### src/rtl/pool_pkg.sv
// Shared types, constants and packing helper for the pool_sched_8_4 sequencer.
package pool_pkg;

  localparam int PIX_W  = 9;
  localparam int OUT_W  = 4;
  localparam int WIN    = 4;
  localparam int POOL_W = PIX_W * WIN;
  localparam int K_W    = 3;

  localparam logic [3:0] WDOG_LIMIT = 4'd15;

  // Window slots in the packed word, most significant first: TL, TR, BL, BR.
  localparam int SLOT_TL_HI = 35;
  localparam int SLOT_TL_LO = 27;
  localparam int SLOT_TR_HI = 26;
  localparam int SLOT_TR_LO = 18;
  localparam int SLOT_BL_HI = 17;
  localparam int SLOT_BL_LO = 9;
  localparam int SLOT_BR_HI = 8;
  localparam int SLOT_BR_LO = 0;

  typedef enum logic [2:0] {
    ST_IDLE  = 3'd0,
    ST_FETCH = 3'd1,
    ST_ISSUE = 3'd2,
    ST_WAIT  = 3'd3,
    ST_WRITE = 3'd4,
    ST_DONE  = 3'd5
  } state_e;

  function automatic logic [POOL_W-1:0] put_slot(input logic [POOL_W-1:0] word,
                                                 input logic [1:0]        slot,
                                                 input logic [PIX_W-1:0]  pix);
    logic [POOL_W-1:0] res;
    res = word;
    case (slot)
      2'd0:    res[SLOT_TL_HI:SLOT_TL_LO] = pix;
      2'd1:    res[SLOT_TR_HI:SLOT_TR_LO] = pix;
      2'd2:    res[SLOT_BL_HI:SLOT_BL_LO] = pix;
      2'd3:    res[SLOT_BR_HI:SLOT_BR_LO] = pix;
      default: res = word;
    endcase
    return res;
  endfunction

endpackage

### src/rtl/pool_sched_8_4_if.sv
// Bus bundle between the layer top, the feature/output RAMs, the pool unit and the sequencer.
// timeout_err exists only when POOL_SCHED_TIMEOUT_EN is defined.
interface pool_sched_8_4_if #(
  parameter int RD_AW = 6,
  parameter int WR_AW = 4
);
  import pool_pkg::*;

  logic               start;
  logic               busy;
  logic               done;
  logic               rd_en;
  logic [RD_AW-1:0]   rd_addr;
  logic [PIX_W-1:0]   rd_data;
  logic [POOL_W-1:0]  pool_in;
  logic               pool_start;
  logic [OUT_W-1:0]   pool_out;
  logic               pool_end;
  logic               wr_en;
  logic [WR_AW-1:0]   wr_addr;
  logic [OUT_W-1:0]   wr_data;
`ifdef POOL_SCHED_TIMEOUT_EN
  logic               timeout_err;
`endif

  modport master (
    input  start, rd_data, pool_out, pool_end,
    output busy, done, rd_en, rd_addr, pool_in, pool_start, wr_en, wr_addr, wr_data
`ifdef POOL_SCHED_TIMEOUT_EN
    , output timeout_err
`endif
  );

  modport slave (
    output start, rd_data, pool_out, pool_end,
    input  busy, done, rd_en, rd_addr, pool_in, pool_start, wr_en, wr_addr, wr_data
`ifdef POOL_SCHED_TIMEOUT_EN
    , input timeout_err
`endif
  );

endinterface

### src/rtl/pool_win_addr.sv
// Window/offset address generator: walks 2x2 windows row-major and the four pixels of each.
// Addresses are registered from the next counter values so they line up with the FSM strobes.
module pool_win_addr
  import pool_pkg::*;
#(
  parameter int WIDTH  = 8,
  parameter int HEIGHT = 8,
  parameter int RD_AW  = 6,
  parameter int WR_AW  = 4
) (
  input  logic             clk,
  input  logic             reset,
  input  logic             clear,
  input  logic             k_inc,
  input  logic             win_adv,
  output logic [K_W-1:0]   k,
  output logic [RD_AW-1:0] rd_addr,
  output logic [WR_AW-1:0] wr_addr,
  output logic             last_win,
  output logic             wrap
);

  localparam int WX_N = WIDTH / 32'sd2;
  localparam int WY_N = HEIGHT / 32'sd2;
  localparam int WX_W = (WX_N > 32'sd1) ? $clog2(WX_N) : 32'sd1;
  localparam int WY_W = (WY_N > 32'sd1) ? $clog2(WY_N) : 32'sd1;

  logic [WX_W-1:0]  wx_q, wx_d;
  logic [WY_W-1:0]  wy_q, wy_d;
  logic [K_W-1:0]   k_q, k_d;
  logic [RD_AW-1:0] rd_addr_q, rd_addr_d;
  logic [WR_AW-1:0] wr_addr_q, wr_addr_d;

  assign wrap     = (int'(wx_q) == WX_N - 32'sd1);
  assign last_win = wrap && (int'(wy_q) == WY_N - 32'sd1);

  // Counter advance; {wy,dy} and {wx,dx} give 2*wy+dy and 2*wx+dx directly.
  always_comb begin
    wx_d = wx_q;
    wy_d = wy_q;
    k_d  = k_q;
    if (clear) begin
      wx_d = '0;
      wy_d = '0;
      k_d  = '0;
    end else if (win_adv) begin
      k_d = '0;
      if (last_win) begin
        wx_d = '0;
        wy_d = '0;
      end else if (wrap) begin
        wx_d = '0;
        wy_d = wy_q + WY_W'(1'b1);
      end else begin
        wx_d = wx_q + WX_W'(1'b1);
      end
    end else if (k_inc) begin
      k_d = k_q + 3'd1;
    end else begin
      k_d = k_q;
    end
    rd_addr_d = RD_AW'(int'({wy_d, k_d[1]}) * WIDTH + int'({wx_d, k_d[0]}));
    wr_addr_d = WR_AW'(int'(wy_d) * WX_N + int'(wx_d));
  end

  // Counter and address registers.
  always_ff @(posedge clk) begin
    if (reset) begin
      wx_q      <= '0;
      wy_q      <= '0;
      k_q       <= '0;
      rd_addr_q <= '0;
      wr_addr_q <= '0;
    end else begin
      wx_q      <= wx_d;
      wy_q      <= wy_d;
      k_q       <= k_d;
      rd_addr_q <= rd_addr_d;
      wr_addr_q <= wr_addr_d;
    end
  end

  assign k       = k_q;
  assign rd_addr = rd_addr_q;
  assign wr_addr = wr_addr_q;

endmodule

### src/rtl/pool_sched_8_4.sv
// Sequencer driving the 2x2 max-pool/clamp unit over a WIDTH x HEIGHT feature map.
// Define POOL_SCHED_TIMEOUT_EN to add the WAIT watchdog and bus.timeout_err.
module pool_sched_8_4
  import pool_pkg::*;
#(
  parameter int WIDTH  = 8,
  parameter int HEIGHT = 8,
  parameter int RD_AW  = 6,
  parameter int WR_AW  = 4
) (
  input  logic              clk,
  input  logic              reset,
  pool_sched_8_4_if.master  bus
);

  state_e             state_q, state_d;
  logic [POOL_W-1:0]  pool_in_q, pool_in_d;
  logic [OUT_W-1:0]   wr_data_q, wr_data_d;
  logic               rd_en_q, rd_en_d;
  logic               pool_start_q, pool_start_d;
  logic               wr_en_q, wr_en_d;
  logic               done_q, done_d;
  logic               busy_q, busy_d;

  logic               clear_s, k_inc_s, win_adv_s, last_win_s, wrap_s;
  logic [K_W-1:0]     k_s;
  logic [1:0]         slot_s;
  logic [RD_AW-1:0]   rd_addr_s;
  logic [WR_AW-1:0]   wr_addr_s;

`ifdef POOL_SCHED_TIMEOUT_EN
  logic [3:0]         wdog_q, wdog_d;
  logic               timeout_err_q, timeout_err_d;
`endif

  pool_win_addr #(
    .WIDTH  (WIDTH),
    .HEIGHT (HEIGHT),
    .RD_AW  (RD_AW),
    .WR_AW  (WR_AW)
  ) u_addr (
    .clk      (clk),
    .reset    (reset),
    .clear    (clear_s),
    .k_inc    (k_inc_s),
    .win_adv  (win_adv_s),
    .k        (k_s),
    .rd_addr  (rd_addr_s),
    .wr_addr  (wr_addr_s),
    .last_win (last_win_s),
    .wrap     (wrap_s)
  );

  // Read data returns one cycle after its strobe, so fetch step k fills slot k-1.
  assign slot_s = 2'(k_s - 3'd1);

  // Next-state logic; strobes are registered from the next state.
  always_comb begin
    state_d   = state_q;
    clear_s   = 1'b0;
    k_inc_s   = 1'b0;
    win_adv_s = 1'b0;
    pool_in_d = pool_in_q;
    wr_data_d = wr_data_q;
`ifdef POOL_SCHED_TIMEOUT_EN
    wdog_d        = 4'd0;
    timeout_err_d = timeout_err_q;
`endif
    case (state_q)
      ST_IDLE: begin
        if (bus.start) begin
          state_d = ST_FETCH;
          clear_s = 1'b1;
`ifdef POOL_SCHED_TIMEOUT_EN
          timeout_err_d = 1'b0;
`endif
        end else begin
          state_d = ST_IDLE;
        end
      end
      ST_FETCH: begin
        if (k_s != 3'd0) begin
          pool_in_d = put_slot(pool_in_q, slot_s, bus.rd_data);
        end else begin
          pool_in_d = pool_in_q;
        end
        if (k_s == 3'd4) begin
          state_d = ST_ISSUE;
        end else begin
          k_inc_s = 1'b1;
        end
      end
      ST_ISSUE: state_d = ST_WAIT;
      ST_WAIT: begin
        if (bus.pool_end) begin
          wr_data_d = bus.pool_out;
          state_d   = ST_WRITE;
        end
`ifdef POOL_SCHED_TIMEOUT_EN
        else if (wdog_q == WDOG_LIMIT - 4'd1) begin
          timeout_err_d = 1'b1;
          state_d       = ST_DONE;
        end else begin
          wdog_d = wdog_q + 4'd1;
        end
`else
        else begin
          state_d = ST_WAIT;
        end
`endif
      end
      ST_WRITE: begin
        win_adv_s = 1'b1;
        if (wrap_s && last_win_s) begin
          state_d = ST_DONE;
        end else begin
          state_d = ST_FETCH;
        end
      end
      ST_DONE: state_d = ST_IDLE;
      default: state_d = ST_IDLE;
    endcase

    rd_en_d      = (state_d == ST_FETCH) && ((state_q != ST_FETCH) || (k_s < 3'd3));
    pool_start_d = (state_d == ST_ISSUE);
    wr_en_d      = (state_d == ST_WRITE);
    done_d       = (state_d == ST_DONE);
    busy_d       = (state_d != ST_IDLE);
  end

  // State and output registers.
  always_ff @(posedge clk) begin
    if (reset) begin
      state_q      <= ST_IDLE;
      pool_in_q    <= '0;
      wr_data_q    <= '0;
      rd_en_q      <= 1'b0;
      pool_start_q <= 1'b0;
      wr_en_q      <= 1'b0;
      done_q       <= 1'b0;
      busy_q       <= 1'b0;
`ifdef POOL_SCHED_TIMEOUT_EN
      wdog_q        <= 4'd0;
      timeout_err_q <= 1'b0;
`endif
    end else begin
      state_q      <= state_d;
      pool_in_q    <= pool_in_d;
      wr_data_q    <= wr_data_d;
      rd_en_q      <= rd_en_d;
      pool_start_q <= pool_start_d;
      wr_en_q      <= wr_en_d;
      done_q       <= done_d;
      busy_q       <= busy_d;
`ifdef POOL_SCHED_TIMEOUT_EN
      wdog_q        <= wdog_d;
      timeout_err_q <= timeout_err_d;
`endif
    end
  end

  assign bus.busy       = busy_q;
  assign bus.done       = done_q;
  assign bus.rd_en      = rd_en_q;
  assign bus.rd_addr    = rd_addr_s;
  assign bus.pool_in    = pool_in_q;
  assign bus.pool_start = pool_start_q;
  assign bus.wr_en      = wr_en_q;
  assign bus.wr_addr    = wr_addr_s;
  assign bus.wr_data    = wr_data_q;
`ifdef POOL_SCHED_TIMEOUT_EN
  assign bus.timeout_err = timeout_err_q;
`endif

endmodule

### src/flat_wrapper.sv
// flat-port wrapper written by rule: the top's interface ports become plain ports
module pool_sched_8_4_flat import pool_pkg::*;
#(
  parameter int WIDTH  = 8,
  parameter int HEIGHT = 8,
  parameter int RD_AW  = 6,
  parameter int WR_AW  = 4
)
  (clk, reset, bus_start, bus_rd_data, bus_pool_out, bus_pool_end, bus_busy, bus_done, bus_rd_en, bus_rd_addr, bus_pool_in, bus_pool_start, bus_wr_en, bus_wr_addr, bus_wr_data);
  pool_sched_8_4_if #(.RD_AW(RD_AW), .WR_AW(WR_AW)) bus_i ();
  input  logic clk;
  input  logic reset;
  input wire logic [$bits(bus_i.start)-1:0] bus_start;
  input wire logic [$bits(bus_i.rd_data)-1:0] bus_rd_data;
  input wire logic [$bits(bus_i.pool_out)-1:0] bus_pool_out;
  input wire logic [$bits(bus_i.pool_end)-1:0] bus_pool_end;
  output wire logic [$bits(bus_i.busy)-1:0] bus_busy;
  output wire logic [$bits(bus_i.done)-1:0] bus_done;
  output wire logic [$bits(bus_i.rd_en)-1:0] bus_rd_en;
  output wire logic [$bits(bus_i.rd_addr)-1:0] bus_rd_addr;
  output wire logic [$bits(bus_i.pool_in)-1:0] bus_pool_in;
  output wire logic [$bits(bus_i.pool_start)-1:0] bus_pool_start;
  output wire logic [$bits(bus_i.wr_en)-1:0] bus_wr_en;
  output wire logic [$bits(bus_i.wr_addr)-1:0] bus_wr_addr;
  output wire logic [$bits(bus_i.wr_data)-1:0] bus_wr_data;
  assign bus_i.start = bus_start;
  assign bus_i.rd_data = bus_rd_data;
  assign bus_i.pool_out = bus_pool_out;
  assign bus_i.pool_end = bus_pool_end;
  assign bus_busy = bus_i.busy;
  assign bus_done = bus_i.done;
  assign bus_rd_en = bus_i.rd_en;
  assign bus_rd_addr = bus_i.rd_addr;
  assign bus_pool_in = bus_i.pool_in;
  assign bus_pool_start = bus_i.pool_start;
  assign bus_wr_en = bus_i.wr_en;
  assign bus_wr_addr = bus_i.wr_addr;
  assign bus_wr_data = bus_i.wr_data;
  pool_sched_8_4 #(.WIDTH(WIDTH), .HEIGHT(HEIGHT), .RD_AW(RD_AW), .WR_AW(WR_AW)) u_core (.clk(clk), .reset(reset), .bus(bus_i));
endmodule
### config.mk
export PLATFORM = sky130hd
export DESIGN_NAME = pool_sched_8_4_flat
export DESIGN_NICKNAME = d
export VERILOG_FILES = /design/src/rtl/pool_pkg.sv /design/src/rtl/pool_sched_8_4_if.sv /design/src/rtl/pool_win_addr.sv /design/src/rtl/pool_sched_8_4.sv /design/src/flat_wrapper.sv
export SDC_FILE = /design/constraint.sdc
export NUM_CORES = 1
export LEC_CHECK = 0
export BUFFER_PORTS_ARGS = -buffer_cell sky130_fd_sc_hd__buf_4
export CORE_MARGIN = 2
export CORE_UTILIZATION = 54
export DETAILED_ROUTE_END_ITERATION = 8
export PLACE_DENSITY = 0.91
export SLEW_MARGIN = 0
export SYNTH_ARGS = -nofsm -noshare
export SYNTH_HDL_FRONTEND = slang
export SYNTH_SLANG_ARGS = --single-unit
### constraint.sdc
create_clock -name clk -period 3.4 [get_ports clk]
set_clock_uncertainty 0.1 [all_clocks]
set_input_delay 0.17 -clock clk [delete_from_list [all_inputs] [get_ports clk]]
set_output_delay 0.17 -clock clk [all_outputs]
set_load 0.05 [all_outputs]
==> results.md <==
- Tightest Pin Transition: 0.997 ns
- Sw Share: 0.255
- Synth Flop Type: dfxtp_1
- Initial antenna violation count: 0
- Status: finished, final reports clean
- Max_cap viols: 0
- Final Power: 1.12 mW
- Most frequent cells after synthesis: dfxtp_1 (55), nand2_1 (51), mux2i_1 (42)
- Clk pwr share: 0.328
- Leakage: 1.48 nW
- Yosys top cell by area: dfxtp_1
- Flop-to-flop setup slack: 1.24 ns
- Sw power: 0.287 mW
- Worst-Skew Late Latency: 0.30 ns
- CP required: 3.53 ns
- Vias per cell: between 5 and 6
- Reg2reg start: u_core.state_q[0]
- Register bit total from synthesis: 55
- Resize count post-CTS: 0
- RSZ-0062 raised after global routing: false
- Num Clock Sinks: 55
- Port buffer count: 71
- First-pass GRT wire length: 8270 um
- Clock Pin Slew Worst Setup and Hold Paths: 0.09 ns
- Fin. Hold Viols: 0
- Remaining DRCs: 0
- Grt total ovfl: 0
- HP Class: primary input to register
- Avg Cell Area, Syn: 9.68 um2
- # rows: 23
- Unique masters post-synth: 37
- Seq/Total Area, Yosys: 0.474
- Area Growth Syn to Fin: 27.5%
- Synthesized area: ~2300 um2
- DR WL/cell: 13.9 um
- Most numerous cell in the Yosys netlist: dfxtp_1
- Last element of the critical path: u_core.u_addr.wy_q[1]
- Starting density of the core: 0.573
- CTS tree: yes
- Critical Path, Cell by Cell: dlygate4sd3_1, buf_4, inv_1, o21ai_0, a21oi_1
- IO Count: slightly above 70
- Worst R2R End: u_core.bus.pool_in[34]
- Startpoint Class: primary input
- Total GRT Usage: 0.212
- CTS Root Cell: clkbuf_8
- Fin area: 2960 um2
- Final setup violating endpoints: 0
- Area after DPL: 2820 um2
- Critical path launch point: reset
- R2r worst-path depth: 3
- CP Capture Type: register
- Hold_sp: bus_pool_out[2]
- Flop pwr share: 0.585
- Clock Path Buffers: 2
- Die Height: approximately 70 um
- Number of global-route vias before repair: 1781
- Post-Syn Nets: 265
- Critical path fanouts, max: 37
- RD Place Congestion: 0.786
- Die area: between 4000 and 5000 um2
- Power density over cell area: ~380 nW/um2
- Ant diodes: 0
- H-tree depth: 2
- Final min period: roughly 2.2 ns
- Max-slew headroom: 0.334
- Mapped Cells: 240
- Total CTS buffers: 5
- Number of synthesized flops with an enable pin: 0
- Synth top area share: 0.474
- Worst Path Class, Setup: primary input to register
- Peak Freq: approximately 460 MHz
- Final HPWL DP: 3640 um
- Fraction of layout cells with a size suffix above 1: 0.283
- CP max stage delay: between 0.7 and 0.8 ns
- Top cells by area in the synthesized netlist: dfxtp_1 (47%), mux2i_1 (18%), nand2_1 (8.2%)
- Via count: 1876
- Die span in x: 69.6 um
- Final Slew Violations: 0
- Routed wire length: 4970 um
- Setup TNS: 0 ns
- Core Area: about 4100 um2
- Maximum vdd drop: 337 uV
- Largest net degree at the start of global routing: 38
- Comb power frac: 0.088
- Final period utilization: 0.645
- Post-route ant nets: 0
- First DRT Iteration DRCs: 105
- First-pass DRT Iterations: 4
- Ys Warns: 0
- Slowest-stage cell, CP: inv_1
- Nets: 331
- Internal: 0.837 mW
- Arrival @ worst endpoint: between 2 and 2.5 ns
- Ys async rst share: 0
sequential cells by signal, indices dropped and copies added (netlist names):
register               count
u_core.u_addr.wy_q         2
u_core.u_addr.wx_q         1
u_core.bus.pool_in        36
u_core.u_addr.k            2
u_core.bus.pool_start      1
u_core.bus.busy            1
u_core.state_q             3
u_core.bus.wr_en           1
u_core.bus.done            1
u_core.bus.wr_data         4
u_core.u_addr.rd_addr      2
u_core.bus.rd_en           1
power groups by stage:
stage	clock network, mW	registers, mW	logic, mW
3_5_place_dp	0	0.672	0.0947
5_1_grt	0.404	0.659	0.105
3_3_place_gp	0	0.672	0.0936
4_1_cts	0.377	0.657	0.0977
2_1_floorplan	0	0.686	0.0484
6_report	0.368	0.657	0.0983
what timing repair did:
action / 4_1_cts / 5_1_grt
setup buffers: 0 / 0
hold buffers: 5 / 0
endpoints found under the hold margin: 4 / 0
final cells by class:
class / count / area, um2
clock inverter: 3 / 23.8
timing repair buffer: 77 / 591
tap: 50 / 62.6
inverter: 6 / 22.5
sequential: 55 / 1100
fill: 292 / 1100
multi-input combinational: 161 / 1090
clock buffer: 5 / 68.8
metal layers:
layer,track usage,vias to the layer above,wire length [um]
met2,0.358,51,2480
met5,0,-,0
met3,0.0494,4,267
met4,0.0588,0,44
li1,-,937,-
met1,0.270,884,2180
stage by stage:
step	std cells	utilization	hold slack, ns	setup slack [ns]
3_3_place_gp	344	0.695	0.299	1.38
5_1_grt	357	0.730	0.00194	1.04
6_report	357	0.730	0.0109	1.21
4_1_cts	357	0.730	0.00596	1.19
2_1_floorplan	240	-	0.214	1.53
3_5_place_dp	344	0.695	0.306	1.28
worst min path at each step:
stage / slack, ns / depth (start not counted) / endpoint
finish: 0.01 / 3 / u_core.bus.wr_data[2]
global route: 0.002 / 3 / u_core.bus.wr_data[2]
CTS: 0.006 / 3 / u_core.bus.wr_data[2]
detailed placement: 0.31 / 3 / u_core.bus.wr_data[1]
global placement: 0.30 / 3 / u_core.bus.wr_data[2]
floorplan: 0.21 / 2 / u_core.bus.wr_data[0]
critical path, delay by kind of cell:
| family | cells | cell delay, ns |
|---|---|---|
| compound gates | 2 | 0.71 |
| buf+inv | 3 | 1.43 |
layout by cell type (no fill, tap or decap), drive strengths merged, types with 6 or more instances in the layout:
master and instances:
buf 72, dfxtp 55, nand2 51, mux2i 42, nor2 11, a21oi 8
ha 8, inv 7, nand3 7, o21ai 6
kinds of logic (layout without fill, tap and decap cells):
| family | after synthesis | in the layout | synth area share |
|---|---|---|---|
| flops | 55 | 55 | 0.474 |
| compound gates | 20 | 20 | 0.0539 |
| mux | 42 | 42 | 0.181 |
| fa+ha+maj | 8 | 8 | 0.0431 |
| buf+inv | 24 | 91 | 0.0560 |
| simple gates | 91 | 91 | 0.192 |
Note: power is estimated with default switching activity, not from simulation.
